===== config.mk =====
export PLATFORM = sky130hd
export DESIGN_NAME = approx_adder_err_monitor
export DESIGN_NICKNAME = d
export VERILOG_FILES = /design/src/rtl/approx_adder_pkg.sv /design/src/rtl/approx_err_dist.sv /design/src/rtl/approx_adder_err_monitor.sv
export SDC_FILE = /design/constraint.sdc
export NUM_CORES = 1
export LEC_CHECK = 0
export CAP_MARGIN = 40
export CORE_ASPECT_RATIO = 1.5
export CORE_MARGIN = 5
export CORE_UTILIZATION = 40
export CTS_CLUSTER_DIAMETER = 30
export DETAILED_ROUTE_END_ITERATION = 10
export PLACE_DENSITY = 0.7
export SLEW_MARGIN = 10
export SYNTH_ARGS = -nofsm -noshare
export SYNTH_HDL_FRONTEND = slang
export SYNTH_SLANG_ARGS = --single-unit
export TNS_END_PERCENT = 10

===== constraint.sdc =====
create_clock -name clk -period 6.6 [get_ports clk]
set_input_delay 0.66 -clock clk [delete_from_list [all_inputs] [get_ports clk]]
set_output_delay 0.66 -clock clk [all_outputs]
set_load 0.05 [all_outputs]

===== src/rtl/approx_adder_pkg.sv =====
// Shared types and helpers for the approximate-adder error monitor.
// Provides the FSM state encoding and a generic saturating adder used by all counters.
`default_nettype none

package approx_adder_pkg;

  localparam int unsigned WIDTH_DEF = 8;

  typedef enum logic [1:0] {
    IDLE  = 2'd0,
    RUN   = 2'd1,
    DRAIN = 2'd2,
    DONE  = 2'd3
  } state_t;

  // Adds two values and clamps the result to the all-ones value of a w-bit field (w <= 32).
  function automatic logic [31:0] sat_add(input logic [31:0] a,
                                          input logic [31:0] b,
                                          input int unsigned w);
    logic [32:0] sum;
    logic [32:0] lim;
    sum = {1'b0, a} + {1'b0, b};
    lim = (33'd1 << w) - 33'd1;
    return (sum > lim) ? lim[31:0] : sum[31:0];
  endfunction

endpackage

`default_nettype wire


===== src/rtl/approx_err_dist.sv =====
// Combinational exact-sum recomputation and absolute error distance against
// the approximate adder's {cout,sum} result.
`default_nettype none

module approx_err_dist #(
  parameter int WIDTH = 8
) (
  input  logic [WIDTH-1:0] i_op_a,
  input  logic [WIDTH-1:0] i_op_b,
  input  logic [WIDTH:0]   i_approx,
  output logic [WIDTH:0]   o_err_dist
);

  logic [WIDTH:0] w_exact;

  assign w_exact    = {1'b0, i_op_a} + {1'b0, i_op_b};
  assign o_err_dist = (w_exact >= i_approx) ? (w_exact - i_approx) : (i_approx - w_exact);

endmodule

`default_nettype wire


===== src/rtl/approx_adder_err_monitor.sv =====
// Approximate-adder error monitor: accumulates error statistics over a programmable window.
// Define ERR_HIST_EN to add the hist0/hist1/hist23/hist4p error-distance histogram outputs.
`default_nettype none

module approx_adder_err_monitor
  import approx_adder_pkg::*;
#(
  parameter int WIDTH = WIDTH_DEF,
  parameter int CNT_W = 16,
  parameter int ACC_W = 24
) (
  input  logic             clk,
  input  logic             rst_n,
  input  logic             start,
  input  logic [CNT_W-1:0] win_len,
  input  logic             in_valid,
  output logic             in_ready,
  input  logic [WIDTH-1:0] op_a,
  input  logic [WIDTH-1:0] op_b,
  input  logic [WIDTH:0]   approx_sum,
  output logic             res_valid,
  input  logic             res_ack,
  output logic [CNT_W-1:0] err_cnt,
  output logic [ACC_W-1:0] ed_sum,
  output logic [WIDTH:0]   ed_max,
  output logic             busy
`ifdef ERR_HIST_EN
  ,
  output logic [CNT_W-1:0] hist0,
  output logic [CNT_W-1:0] hist1,
  output logic [CNT_W-1:0] hist23,
  output logic [CNT_W-1:0] hist4p
`endif
);

  localparam logic [WIDTH:0] c_ED_ONE  = (WIDTH+1)'(1);
  localparam logic [WIDTH:0] c_ED_FOUR = (WIDTH+1)'(4);

  state_t           r_state;
  state_t           w_next_state;
  logic             r_armed;
  logic [CNT_W-1:0] r_win_len;
  logic [CNT_W-1:0] r_count;
  logic             r_s1_valid;
  logic [WIDTH-1:0] r_s1_a;
  logic [WIDTH-1:0] r_s1_b;
  logic [WIDTH:0]   r_s1_approx;
  logic [CNT_W-1:0] r_err_cnt;
  logic [ACC_W-1:0] r_ed_sum;
  logic [WIDTH:0]   r_ed_max;
  logic [WIDTH:0]   w_ed;
  logic             w_fire;
  logic             w_last;
  logic             w_clear;
  logic [CNT_W-1:0] w_win_len_eff;

  // r_armed keeps start/res_ack from acting on the first edge after reset release.
  always_ff @(posedge clk or negedge rst_n) begin
    if (!rst_n) r_armed <= 1'b0;
    else        r_armed <= 1'b1;
  end

  assign w_win_len_eff = (win_len == '0) ? CNT_W'(1) : win_len;
  assign in_ready      = (r_state == RUN) && (r_count < r_win_len);
  assign w_fire        = in_valid && in_ready;
  assign w_last        = w_fire && (r_count == (r_win_len - CNT_W'(1)));
  assign w_clear       = (r_state == IDLE) && start && r_armed;
  assign res_valid     = (r_state == DONE);
  assign busy          = (r_state != IDLE);

  always_ff @(posedge clk or negedge rst_n) begin
    if (!rst_n) r_state <= IDLE;
    else        r_state <= w_next_state;
  end

  always_comb begin
    w_next_state = r_state;
    unique case (r_state)
      IDLE:    if (start && r_armed) w_next_state = RUN;
      RUN:     if (w_last) w_next_state = DRAIN;
      DRAIN:   if (!r_s1_valid) w_next_state = DONE;
      DONE:    if (res_ack && r_armed) w_next_state = IDLE;
      default: w_next_state = IDLE;
    endcase
  end

  always_ff @(posedge clk or negedge rst_n) begin
    if (!rst_n) begin
      r_win_len <= '0;
      r_count   <= '0;
    end else if (w_clear) begin
      r_win_len <= w_win_len_eff;
      r_count   <= '0;
    end else if (w_fire) begin
      r_count   <= r_count + CNT_W'(1);
    end
  end

  always_ff @(posedge clk or negedge rst_n) begin
    if (!rst_n) begin
      r_s1_valid  <= 1'b0;
      r_s1_a      <= '0;
      r_s1_b      <= '0;
      r_s1_approx <= '0;
    end else begin
      r_s1_valid <= w_fire;
      if (w_fire) begin
        r_s1_a      <= op_a;
        r_s1_b      <= op_b;
        r_s1_approx <= approx_sum;
      end
    end
  end

  approx_err_dist #(
    .WIDTH (WIDTH)
  ) u_err_dist (
    .i_op_a     (r_s1_a),
    .i_op_b     (r_s1_b),
    .i_approx   (r_s1_approx),
    .o_err_dist (w_ed)
  );

  always_ff @(posedge clk or negedge rst_n) begin
    if (!rst_n) begin
      r_err_cnt <= '0;
      r_ed_sum  <= '0;
      r_ed_max  <= '0;
    end else if (w_clear) begin
      r_err_cnt <= '0;
      r_ed_sum  <= '0;
      r_ed_max  <= '0;
    end else if (r_s1_valid) begin
      if (w_ed != '0) r_err_cnt <= CNT_W'(sat_add(32'(r_err_cnt), 32'd1, CNT_W));
      r_ed_sum <= ACC_W'(sat_add(32'(r_ed_sum), 32'(w_ed), ACC_W));
      if (w_ed > r_ed_max) r_ed_max <= w_ed;
    end
  end

  assign err_cnt = r_err_cnt;
  assign ed_sum  = r_ed_sum;
  assign ed_max  = r_ed_max;

`ifdef ERR_HIST_EN
  logic [CNT_W-1:0] r_hist0;
  logic [CNT_W-1:0] r_hist1;
  logic [CNT_W-1:0] r_hist23;
  logic [CNT_W-1:0] r_hist4p;

  // Bins: ed==0, ed==1, ed in 2..3, ed>=4; each beat lands in exactly one bin.
  always_ff @(posedge clk or negedge rst_n) begin
    if (!rst_n) begin
      r_hist0  <= '0;
      r_hist1  <= '0;
      r_hist23 <= '0;
      r_hist4p <= '0;
    end else if (w_clear) begin
      r_hist0  <= '0;
      r_hist1  <= '0;
      r_hist23 <= '0;
      r_hist4p <= '0;
    end else if (r_s1_valid) begin
      if (w_ed == '0)
        r_hist0 <= CNT_W'(sat_add(32'(r_hist0), 32'd1, CNT_W));
      else if (w_ed == c_ED_ONE)
        r_hist1 <= CNT_W'(sat_add(32'(r_hist1), 32'd1, CNT_W));
      else if (w_ed < c_ED_FOUR)
        r_hist23 <= CNT_W'(sat_add(32'(r_hist23), 32'd1, CNT_W));
      else
        r_hist4p <= CNT_W'(sat_add(32'(r_hist4p), 32'd1, CNT_W));
    end
  end

  assign hist0  = r_hist0;
  assign hist1  = r_hist1;
  assign hist23 = r_hist23;
  assign hist4p = r_hist4p;
`endif

endmodule

`default_nettype wire

==> impl_metrics.tcl, run 1 <==
set metrics [dict create \
    synth_top_family_by_area "compound AO/OA/AOI/OAI gates" \
    async_reset_ff_frac 1.00 \
    seq_area_frac_synth 0.356 \
    grt-ovfl-total 0 \
    reg2reg_from "r_s1_a[0]$_DFFE_PN0P_" \
    yosysTopAreaCellShare 0.356 \
    port_buffers 97 \
    grt_pass1_wl_mm 32.3 \
    p_clk_frac 0.135 \
    nets 1051 \
    switching_share 0.475 \
    antenna_found_initial 0 \
    clock_latency_ns 0.35 \
    dpl_worst_slack_ns 0.323 \
    setup_viol 0 \
    synth.mux.area_fraction 0.0353 \
    grt_pass1_vias 6452 \
    routedWlPerCell_um 16.5 \
    cts_root_buffer "clkbuf_16" \
    synth_compound_area_frac 0.213 \
    ys_seq_elements 110 \
    r2r_end "ed_sum[11]$_DFFE_PN0P_" \
    fin_cells 1190 \
    crit_fanout 10 \
    required_ns 6.81 \
    fin_ws_ns 0.445 \
    n_antenna_cell 0 \
    crit_buf_inv 1 \
    worst_slew_pin_slew_ns 0.805 \
    dp_cells 1173 \
    rsz0062_at_grt "no" \
    drt_iter0_markers 383 \
    power_switching_mw 1.88 \
    fin_crit_ns 6.15 \
    hold-worst-slack_ns 0.294 \
    dpl.hpwl_mm 15.0 \
    synth-simple-area-share 0.166 \
    routed_wl_mm 19.6 \
    end_kind "flop" \
    critical-path-top-delay-family "compound AO/OA/AOI/OAI gates" \
    avgSynthCellArea_um2 9.14 \
    max_freq_ghz 0.162 \
    use_met3 0.0248 \
    max_stage_delay_ns 0.57 \
    grt_usage 0.180 \
    drive_above_1_share 0.0792 \
    drc 0 \
    netlist-cell-type-count 71 \
    yosys.area.top_type "dfrtp_1" \
    ir_drop_uv 263 \
    grt.busiest_layer "met2" \
    path_clk_slew_ns 0.07 \
    die_h_um 180 \
    fp-row-count 62 \
    cts_htree_levels 3 \
    synth_fa_ha_area_frac 0.124 \
    ant_nets 0 \
    synthTopCellsByArea "dfrtp_1 (36%), ha_1 (11%), o21ai_0 (3.9%)" \
    fp.dieW_um 124 \
    gr-usage-met2 0.324 \
    status "finished, final reports clean" \
    dieArea_um2 22300 \
    crit_type "reg -> reg" \
    finalPower_mw 3.95 \
    area_growth_pct 19.8 \
    p_int_mw 2.07 \
    syn_nets 966 \
    start_util 0.405 \
    relSlewSlack 0.463 \
    cts_buffers 9 \
    r2r_cells 24 \
    leakagePower_nw 4.12 \
    cap_violations 0 \
    postSynthCellCount 846 \
    clock-sinks 110 \
    yosysWarnings 0 \
    synth_enable_flop_cells 0 \
    slowest_stage "a2111oi_1" \
    comb_power_share 0.607 \
    ioPinCount 98 \
    finalMaxSlewViolations 0 \
    tns_ns 0 \
    cts_tree "done" \
    skew_ns 0.0118 \
    hold_path_class "in -> async" \
    route.vias.total 6496 \
    power_density_nw_per_um2 426 \
    startpoint_type "flop" \
    ff2ff_setup_slack_ns 0.45 \
    pwr-share-seq 0.257 \
    fin_crit_sh 0.933 \
    synth_xor_area_frac 0.0555 \
    cts_max_path_buffers 2 \
    path_cells "ha_1 -> fa_1 -> a21o_1 -> a21oi_1 -> o21bai_1 -> a21oi_1 -> xnor2_1 -> ha_1 -> o21ai_0 -> o21bai_1 -> o211ai_1 -> nand2_1 -> mux2i_1 -> xnor2_2 -> inv_1 -> ha_1 -> a21oi_1 -> o21bai_1 -> a2111oi_1 -> o21bai_1 -> a21oi_1 -> o21ai_0 -> a41oi_1 -> a211oi_1" \
    drt_pass1_iterations 4 \
    grt_max_degree 48 \
    avgViaCountPerCell 5.46 \
    synth.cell_area_um2 7730 \
    finalHoldViolCount 0 \
    cp.arrival_ns 6.37 \
    gp_congestion 0.911 \
    grtUsageMet1 0.214 \
    yosysMostFrequentCell "dfrtp_1" \
    synth-main-ff-cell "dfrtp_1" \
    coreArea_um2 19100 \
    synthTopCellsByCount "dfrtp_1 (110), ha_1 (70), nand2_1 (66)" \
]
## flip-flops by register name, indices dropped and copies added (netlist names)
signal,count
r_s1_a,8
err_cnt,16
r_count,16
r_s1_b,8
r_s1_valid,1
r_win_len,16
ed_max,9
r_s1_approx,9
r_armed,1
r_state,2
ed_sum,24
## worst max-delay path by stage
stage                          start                endpoint  slack [ns]  depth (start not counted)
6_report       r_s1_a[0]$_DFFE_PN0P_  ed_sum[11]$_DFFE_PN0P_        0.45                         24
5_1_grt        r_s1_a[0]$_DFFE_PN0P_  ed_sum[20]$_DFFE_PN0P_        0.03                         25
3_3_place_gp   r_s1_a[0]$_DFFE_PN0P_  ed_sum[11]$_DFFE_PN0P_        0.47                         24
2_1_floorplan  r_s1_a[0]$_DFFE_PN0P_  ed_sum[15]$_DFFE_PN0P_        0.89                         26
4_1_cts        r_s1_a[0]$_DFFE_PN0P_  ed_sum[11]$_DFFE_PN0P_        0.22                         24
3_5_place_dp   r_s1_a[0]$_DFFE_PN0P_  ed_sum[11]$_DFFE_PN0P_        0.32                         24
## stage by stage
stage	util	cell area [um2]
final	0.486	9270
after CTS	0.484	9230
after global routing	0.486	9270
after floorplan	-	7730
after global placement	0.468	8920
after detailed placement	0.469	8950
## layout by cell type, fill, tap and decap left out, types with 8 or more instances in the layout
master / netlist / layout
nand4_1: 9 / 9
nand2_1: 66 / 66
xnor2_1: 28 / 27
a211oi_2: 8 / 8
o21a_1: 9 / 8
buf_4: 0 / 11
and4_1: 8 / 8
dfrtp_1: 110 / 110
a31oi_1: 16 / 16
and3_1: 15 / 15
xor2_1: 21 / 21
inv_1: 61 / 61
clkdlybuf4s50_1: 0 / 96
ha_1: 70 / 70
a211oi_1: 25 / 25
nor4_1: 11 / 11
mux2_2: 18 / 18
a21o_1: 18 / 18
a21oi_1: 54 / 54
clkbuf_16: 0 / 9
nor2_1: 51 / 50
o21ai_0: 60 / 60
and2_1: 12 / 12
nand3_1: 27 / 27
nor3_1: 22 / 22
## metal layers
metal	vias up	share of wire
met2	111	0.53
met4	0	0.028
met3	34	0.029
met5	-	0
met1	3115	0.41
li1	3236	-
## timing repair
action                                 in CTS  in global routing
setup endpoints to repair                   0                 14
buffers inserted                            0                  3
hold buffers                                0                  0
endpoints found under the hold margin       0                  0
resized for setup                           0                  3
## kinds of logic after synthesis
logic type               count (synthesis)
AO/OA/AOI/OAI                          239
XOR/XNOR                                49
adder cells (fa/ha/maj)                 74
buffers and inverters                   96
flip-flops                             110
multiplexers                            25
other                                    1
AND/OR/NAND/NOR                        252
## cell type report
type | instances | area (um2)
clock buffers | 12 | 267
multi-input cells | 640 | 4610
repair buffers | 108 | 1070
inverters | 62 | 233
clock inverters | 2 | 17.5
fillers | 1817 | 9820
flip-flops and latches | 110 | 2750
well taps | 256 | 320
## power by group through the flow
stage	Sequential (mW)	Combinational [mW]	Clock (mW)
after floorplan	1.36	1.37	0
after global placement	1.02	2.35	0
after detailed placement	1.03	2.36	0
after CTS	1.02	2.38	0.552
after global routing	1.04	2.60	0.579
final	1.02	2.40	0.534
(Power assumes the default switching activity.)
==> run 2, diff against run 1 <==
- CORE_UTILIZATION: 40 -> 57
- PLACE_DENSITY: 0.7 -> 0.91
- SETUP_SLACK_MARGIN: unset -> 0.3
- SLEW_MARGIN: 10 -> unset
==> run 2 against run 1 <==
  * Worst setup slack improved by 0.24 ns
  * Largest power group unchanged
  * Flip-flop and latch count stayed put
  * Maximum frequency up 4.0%
  * Final area shrank 0.62%
  * Count of clock-buffer cells in the layout decreased by 1
  * Critical path type unchanged
  * First-iteration DRC count grew 1.8%
  * Cell count fell by 7.9%
  * Wire length shrank 0.42%
  * Highest routed layer unchanged
  * Non-clock buffer count fell by 2
  * Register-to-register slack gained 0.24 ns
  * Die area decreased by 28%
==> impl_metrics.tcl, run 2 (synthesis gave the netlist of run 1 again) <==
set metrics [dict create \
    switching_share 0.475 \
    p_clk_frac 0.142 \
    antenna_found_initial 0 \
    crit_type "reg -> reg" \
    dieArea_um2 16000 \
    max_freq_ghz 0.169 \
    path_clk_slew_ns 0.08 \
    fp.dieW_um 105 \
    grt_pass1_vias 6904 \
    setup_viol 0 \
    ant_nets 0 \
    fin_crit_sh 0.897 \
    pwr-share-seq 0.249 \
    cap_violations 0 \
    fin_ws_ns 0.683 \
    max_stage_delay_ns 0.42 \
    cts_root_buffer "clkbuf_16" \
    cp.arrival_ns 6.17 \
    hold_path_class "in -> async" \
    worst_slew_pin_slew_ns 0.896 \
    ir_drop_uv 336 \
    rsz0062_at_grt "no" \
    port_buffers 97 \
    power_density_nw_per_um2 442 \
    ioPinCount 98 \
    die_h_um 153 \
    comb_power_share 0.609 \
    holdBufCountCts 0 \
    drc 0 \
    fin_area_um2 9210 \
    dpl_worst_slack_ns 0.311 \
    routed_wl_mm 19.5 \
    cts_buffers 9 \
    required_ns 6.85 \
    dpl.hpwl_mm 14.7 \
    drt_iter0_markers 390 \
    clock-sinks 110 \
    n_antenna_cell 0 \
    startpoint_type "flop" \
    clock_latency_ns 0.35 \
    gp_congestion 0.928 \
    cts_max_path_buffers 2 \
    largest_reg_flops 24 \
    area_growth_pct 19.1 \
    crit_fanout 10 \
    layout_common_cells "dfrtp_1 (110), clkdlybuf4s50_1 (96), ha_1 (68), nand2_1 (66), inv_1 (61)" \
    cp_common_cell "a21o_1" \
    status "finished, final reports clean" \
    fin_crit_ns 5.92 \
    leakagePower_nw 4.12 \
    drive_above_1_share 0.0867 \
    slowest_stage "ha_2" \
    drt_pass1_iterations 5 \
    finalHoldViolCount 0 \
    skew_ns 0.0105 \
    start_util 0.577 \
    nets 1049 \
    cts_tree "done" \
    p_int_mw 2.13 \
    layout_commonest_cell "dfrtp_1" \
    routedWlPerCell_um 17.8 \
    tns_ns 0 \
    finalMaxSlewViolations 0 \
    route.vias.total 6763 \
    grt_usage 0.241 \
    grt_pass1_wl_mm 32.2 \
    end_kind "flop" \
    fin_cells 1096 \
    grt_max_degree 86 \
    coreArea_um2 13400 \
    dp_cells 1078 \
    avgViaCountPerCell 6.17 \
    fp-row-count 52 \
    finalPower_mw 4.07 \
    place_area_um2 8840 \
    grt-ovfl-total 0 \
    cts_htree_levels 3 \
    power_switching_mw 1.93 \
    relSlewSlack 0.402 \
]
## run 2: cell count changes in the layout (fill, tap and decap cells not counted), moves of 2 or more
cell and delta:
a21oi_1 -4, a21oi_2 +4, buf_4 -3, clkinv_4 -2, clkinvlp_4 +2, ha_1 -2, ha_2 +2, inv_6 +2
## run 2: path summary, 6_finish.rpt
path | start | end | slack, ns | cells past startpoint
min in group clk | r_s1_a[6]$_DFFE_PN0P_ | r_s1_a[6]$_DFFE_PN0P_ | 0.52 | 1
setup / recovery | r_s1_a[0]$_DFFE_PN0P_ | ed_sum[14]$_DFFE_PN0P_ | 0.68 | 25
setup reg to reg | r_s1_a[0]$_DFFE_PN0P_ | ed_sum[14]$_DFFE_PN0P_ | 0.68 | 25
max in group asynchronous | rst_n | r_s1_valid$_DFF_PN0_ | 5.29 | 3
hold reg to reg | r_s1_a[6]$_DFFE_PN0P_ | r_s1_a[6]$_DFFE_PN0P_ | 0.52 | 1
hold / removal | rst_n | ed_max[4]$_DFFE_PN0P_ | 0.27 | 1
## run 2: layout make-up
class                      count  area, um2
sequential                   110       2750
clock buffer                  11        253
tap                          162        203
fill                        1023       4190
inverter                      62        233
multi-input combinational    640       4630
timing repair buffer         106       1080
clock inverter                 5       62.6
## run 2: power groups by stage
stage,clock network [mW],registers (mW),logic (mW)
finish,0.579,1.01,2.48
global route,0.622,1.03,2.68
CTS,0.591,1.01,2.41
detailed placement,0,1.02,2.39
global placement,0,1.01,2.31
floorplan,0,1.36,1.37
## run 2: stage by stage
stage	hold WS (ns)	utilization
final	0.267	0.687
after global routing	0.301	0.687
after CTS	0.283	0.684
after detailed placement	0.503	0.660
after global placement	0.495	0.656
after floorplan	0.364	-
## run 2: routing by layer
layer  GRT usage  vias up  routed length [um]
met5           0        -                   0
met4      0.0932        0                 642
met3      0.0411       55                 734
met2       0.439      212               10400
met1       0.276     3270                7740
li1            -     3226                   -
## run 2: critical path, delay by kind of cell (launching register included)
kind | cells | cell delay, ns
buffers and inverters | 1 | 0.10
multiplexers | 1 | 0.28
XOR/XNOR | 2 | 0.27
AND/OR/NAND/NOR | 4 | 0.94
adder cells (fa/ha/maj) | 4 | 1.38
flip-flops | 1 | 0.38
AO/OA/AOI/OAI | 13 | 2.46
## run 2: what timing repair did
| action | CTS | global route |
|---|---|---|
| endpoints found under the setup margin | 3 | 30 |
| buffers inserted | 1 | 1 |
| gates resized for setup | 0 | 11 |
| cloned | 0 | 0 |
| pin swaps | 1 | 1 |
==> run 3, diff against run 2 <==
- CTS_CLUSTER_SIZE: unset -> 24
- SLEW_MARGIN: unset -> 15
==> run 3 against run 2 <==
  * Count of clock-buffer cells in the layout unchanged
  * Via count rose by 0.52%
  * Worst hold slack got worse by 0.0025 ns
  * Final area up 0.18%
  * Total power down 0.22%
  * Critical endpoint unchanged
  * Largest power group unchanged
  * Die area unchanged
  * Sequential share of layout area shrank 0.053 points
  * Cell count about the same
  * First-iteration DRC count shrank 7.2%
  * Clock skew barely moved
==> impl_metrics.tcl, run 3 (synthesis gave the netlist of run 1 again) <==
set metrics [dict create \
    status "finished, final reports clean" \
    pwr-share-seq 0.250 \
    multi_input_area_um2 4630 \
    cts_buffers 9 \
    tns_ns 0 \
    cts_root_buffer "clkbuf_16" \
    grt_max_degree 86 \
    fin_area_um2 9230 \
    crit_type "reg -> reg" \
    start_util 0.577 \
    ant_nets 0 \
    p_clk_frac 0.143 \
    grt_usage 0.241 \
    switching_share 0.475 \
    fin_crit_ns 5.89 \
    port_buffers 97 \
    cts_max_path_buffers 2 \
    fp-row-count 52 \
    nFillCells 1020 \
    seq_area_um2 2750 \
    cts_tree "done" \
    skew_ns 0.0106 \
    fp.dieW_um 105 \
    die_h_um 153 \
    max_stage_delay_ns 0.42 \
    place_area_um2 8840 \
    clock-sinks 110 \
    dpl.hpwl_mm 14.7 \
    cp_common_cell "a21o_1" \
    routed_wl_mm 19.5 \
    grt_pass1_vias 6904 \
    finalMaxSlewViolations 0 \
    ir_drop_uv 336 \
    p_int_mw 2.13 \
    hold_path_class "in -> async" \
    drive_above_1_share 0.0866 \
    fin_ws_ns 0.710 \
    holdBufCountCts 0 \
    dieArea_um2 16000 \
    layout_commonest_cell "dfrtp_1" \
    comb_power_share 0.608 \
    routedWlPerCell_um 17.7 \
    path_clk_slew_ns 0.08 \
    end_kind "flop" \
    max_freq_ghz 0.170 \
    setup_viol 0 \
    drc 0 \
    grt-ovfl-total 0 \
    ioPinCount 98 \
    n_antenna_cell 0 \
    finalPower_mw 4.06 \
    startpoint_type "flop" \
    avgViaCountPerCell 6.20 \
    coreArea_um2 13400 \
    leakagePower_nw 4.13 \
    clock_latency_ns 0.35 \
    layout_common_cells "dfrtp_1 (110), clkdlybuf4s50_1 (96), ha_1 (68), nand2_1 (66), inv_1 (61)" \
    antenna_found_initial 0 \
    relSlewSlack 0.477 \
    power_density_nw_per_um2 440 \
    power_switching_mw 1.93 \
    finalHoldViolCount 0 \
    grt_pass1_wl_mm 32.2 \
    rsz0062_at_grt "no" \
    drt_iter0_markers 362 \
    fin_crit_sh 0.892 \
    slowest_stage "ha_2" \
    route.vias.total 6798 \
    area_growth_pct 19.3 \
    cap_violations 0 \
    required_ns 6.85 \
    dpl_worst_slack_ns 0.311 \
    largest_reg_flops 24 \
    gp_congestion 0.928 \
    crit_fanout 10 \
    cp.arrival_ns 6.14 \
    nets 1050 \
    drt_pass1_iterations 5 \
    worst_slew_pin_slew_ns 0.783 \
    cts_htree_levels 3 \
]
[run 3: layout make-up]
type / count / share of cell area
tap: 162 / 0.0220
multi-input combinational: 640 / 0.501
clock inverter: 5 / 0.00678
inverter: 62 / 0.0252
clock buffer: 11 / 0.0274
sequential: 110 / 0.298
timing repair buffer: 107 / 0.119
[run 3: what timing repair did]
action                     4_1_cts  5_1_grt
gates resized for setup          0       10
setup buffers                    1        1
hold endpoints to repair         0        0
setup endpoints to repair        3       27
pin swaps                        1        1
[run 3: per-stage QoR]
step                      hold slack, ns  utilization  instances
final                              0.265        0.688       1097
after global routing               0.301        0.688       1097
after CTS                          0.283        0.684       1095
after detailed placement           0.503        0.660       1078
after global placement             0.495        0.656       1076
after floorplan                    0.364            -        846
[run 3: path summary, 6_finish.rpt]
path / slack (ns) / cells past startpoint / end / startpoint
max in group asynchronous: 5.29 / 3 / r_s1_valid$_DFF_PN0_ / rst_n
min: 0.26 / 1 / ed_max[4]$_DFFE_PN0P_ / rst_n
min in group clk: 0.52 / 1 / r_s1_a[6]$_DFFE_PN0P_ / r_s1_a[6]$_DFFE_PN0P_
max reg2reg: 0.71 / 25 / ed_sum[14]$_DFFE_PN0P_ / r_s1_a[0]$_DFFE_PN0P_
max: 0.71 / 25 / ed_sum[14]$_DFFE_PN0P_ / r_s1_a[0]$_DFFE_PN0P_
min reg2reg: 0.52 / 1 / r_s1_a[6]$_DFFE_PN0P_ / r_s1_a[6]$_DFFE_PN0P_
[run 3: power groups by stage]
stage	Sequential, mW	Clock [mW]	Combinational, mW
after CTS	1.01	0.591	2.41
after global placement	1.01	0	2.31
after global routing	1.03	0.623	2.67
final	1.01	0.579	2.47
after detailed placement	1.02	0	2.39
after floorplan	1.36	0	1.37
[run 3: critical path, delay by kind of cell, from the launching register on]
| family | cells | cell delay (ns) |
|---|---|---|
| AOI/OAI and AO/OA | 13 | 2.44 |
| adders and majority gates | 4 | 1.38 |
| and+or+nand+nor | 4 | 0.95 |
| DFF | 1 | 0.38 |
| muxes | 1 | 0.28 |
| xor gates and xnor gates | 2 | 0.27 |
| buffers and inverters | 1 | 0.10 |
[run 3: per-layer routing]
metal / share of wire / vias up / track usage / routed length [um]
met1: 0.39 / 3279 / 0.276 / 7650
met5: 0 / - / 0 / 0
met4: 0.034 / 0 / 0.0932 / 671
li1: - / 3236 / - / -
met2: 0.53 / 223 / 0.439 / 10400
met3: 0.039 / 60 / 0.0411 / 763
==> RTL change: new RTL, settings of run 2 <==
Add a define of `ERR_HIST_EN`.
--- a/src/rtl/approx_adder_err_monitor.sv
+++ b/src/rtl/approx_adder_err_monitor.sv
@@ -3,2 +3,4 @@
 `default_nettype none
+
+`define ERR_HIST_EN
 
Function (old outputs only; new: hist0, hist1, hist23 and hist4p): kept (equiv_simple and equiv_induct, registers matched by name and starting in step).
==> RTL change against run 2 <==
Cell area grew 56%. Area after synthesis increased by 53%. Sequential share of layout area rose by 0.46 points. Worst setup slack lost 160 ps. Sequential cell count up 64. Routed wire length increased by 75%. Power is 37% higher. Maximum frequency shrank 2.7%.
==> RTL change: results (changes against run 2) <==
stage	metric	value	unit	change
power	p_sw	2620	uW	was 1930 uW
clocking	cts_max_level	4		was 3
placed_design	io_buffers	161		was 97
cells_and_area	final_layout_size_suffix_gt1_share	7.15	%	was 8.67%
sta	finalClockSkew	11.1	ps	was 10.5 ps
sta	max-slew-margin-rel	36.0	%	was 40.2%
route	route.met3.wl	2250	um	was 734 um
placed_design	routabilityCongestion	0.907		was 0.928
global_routing	grt_use_total	28.3	%	was 24.1%
route	wl_met2	17900	um	was 10400 um
setup_path	ff2ff_setup_slack	520	ps	was 680 ps
route	wl_met1	12800	um	was 7740 um
route	dr.pass1.iters	6		was 5
clocking	numCtsBuffers	17		was 9
synthesis	ys_top_cells_by_area	dfrtp_1 37%, ha_1 8.2%, a21oi_1 4.3%		was dfrtp_1 36%, ha_1 11%, o21ai_0 3.9%
status	status	complete, no violations		unchanged
cells_and_area	fill_cells	1519		was 1023
placed_design	hpwl	24100	um	was 14700 um
global_routing	grt_pass1_wl	56000	um	was 32200 um
setup_path	cpPeakStageDelay	490	ps	was 420 ps
global_routing	grt_use_met3	4.72	%	was 4.11%
placed_design	placement.cell_area	13700	sq um	was 8840 sq um
route	wl_per_cell	19.6	um	was 17.8 um
cells_and_area	nets	1598		was 1049
route	drt_iter0_drc	1065		was 390
global_routing	use_met1	33.3	%	was 27.6%
-- RTL change: layout make-up --
cell class              count  area share, %
repair buffers            177           12.5
multi-input cells        1018           48.6
clock buffers              21           3.21
clock inverters            11          0.916
flip-flops and latches    174           30.4
well taps                 264           2.30
inverters                  82           2.15
-- RTL change: metrics by stage --
step / std cells / setup WS [ps]
2_1_floorplan: 1341 / 1030
3_3_place_gp: 1711 / 512
3_5_place_dp: 1715 / 196
4_1_cts: 1747 / 377
5_1_grt: 1747 / 215
6_report: 1747 / 519
-- RTL change: logic make-up after synthesis --
group	Yosys count	synth area share [%]
other	1	0.0316
AND/OR/NAND/NOR	462	20.0
XOR/XNOR	55	4.06
flip-flops	174	36.7
multiplexers	41	3.75
adder cells (fa/ha/maj)	82	8.90
buffers and inverters	149	5.03
AO/OA/AOI/OAI	377	21.5
-- RTL change: how the worst max path moves through the flow --
stage                                        end  cells past startpoint  slack [ps]
after CTS                 ed_sum[17]$_DFFE_PN0P_                     23         380
after floorplan           ed_sum[23]$_DFFE_PN0P_                     25        1030
after detailed placement  ed_sum[23]$_DFFE_PN0P_                     24         200
after global routing      ed_sum[23]$_DFFE_PN0P_                     25         220
final                     ed_sum[23]$_DFFE_PN0P_                     25         520
after global placement    ed_sum[23]$_DFFE_PN0P_                     24         510
-- RTL change: worst max-delay path, delay by kind of cell, from the launching register on --
kind                     cells  cell delay [ps]
AND/OR/NAND/NOR              5              670
AO/OA/AOI/OAI               14             3220
adder cells (fa/ha/maj)      4             1250
flip-flops                   1              400
multiplexers                 1              270
buffers and inverters        1              170
-- RTL change: power groups by stage --
stage                     clock, uW  sequential (uW)  combinational, uW
after floorplan                   0             1900               1650
after global placement            0             1500               2760
after detailed placement          0             1510               2870
after CTS                      1040             1500               2940
after global routing           1080             1530               3300
final                          1020             1510               3050
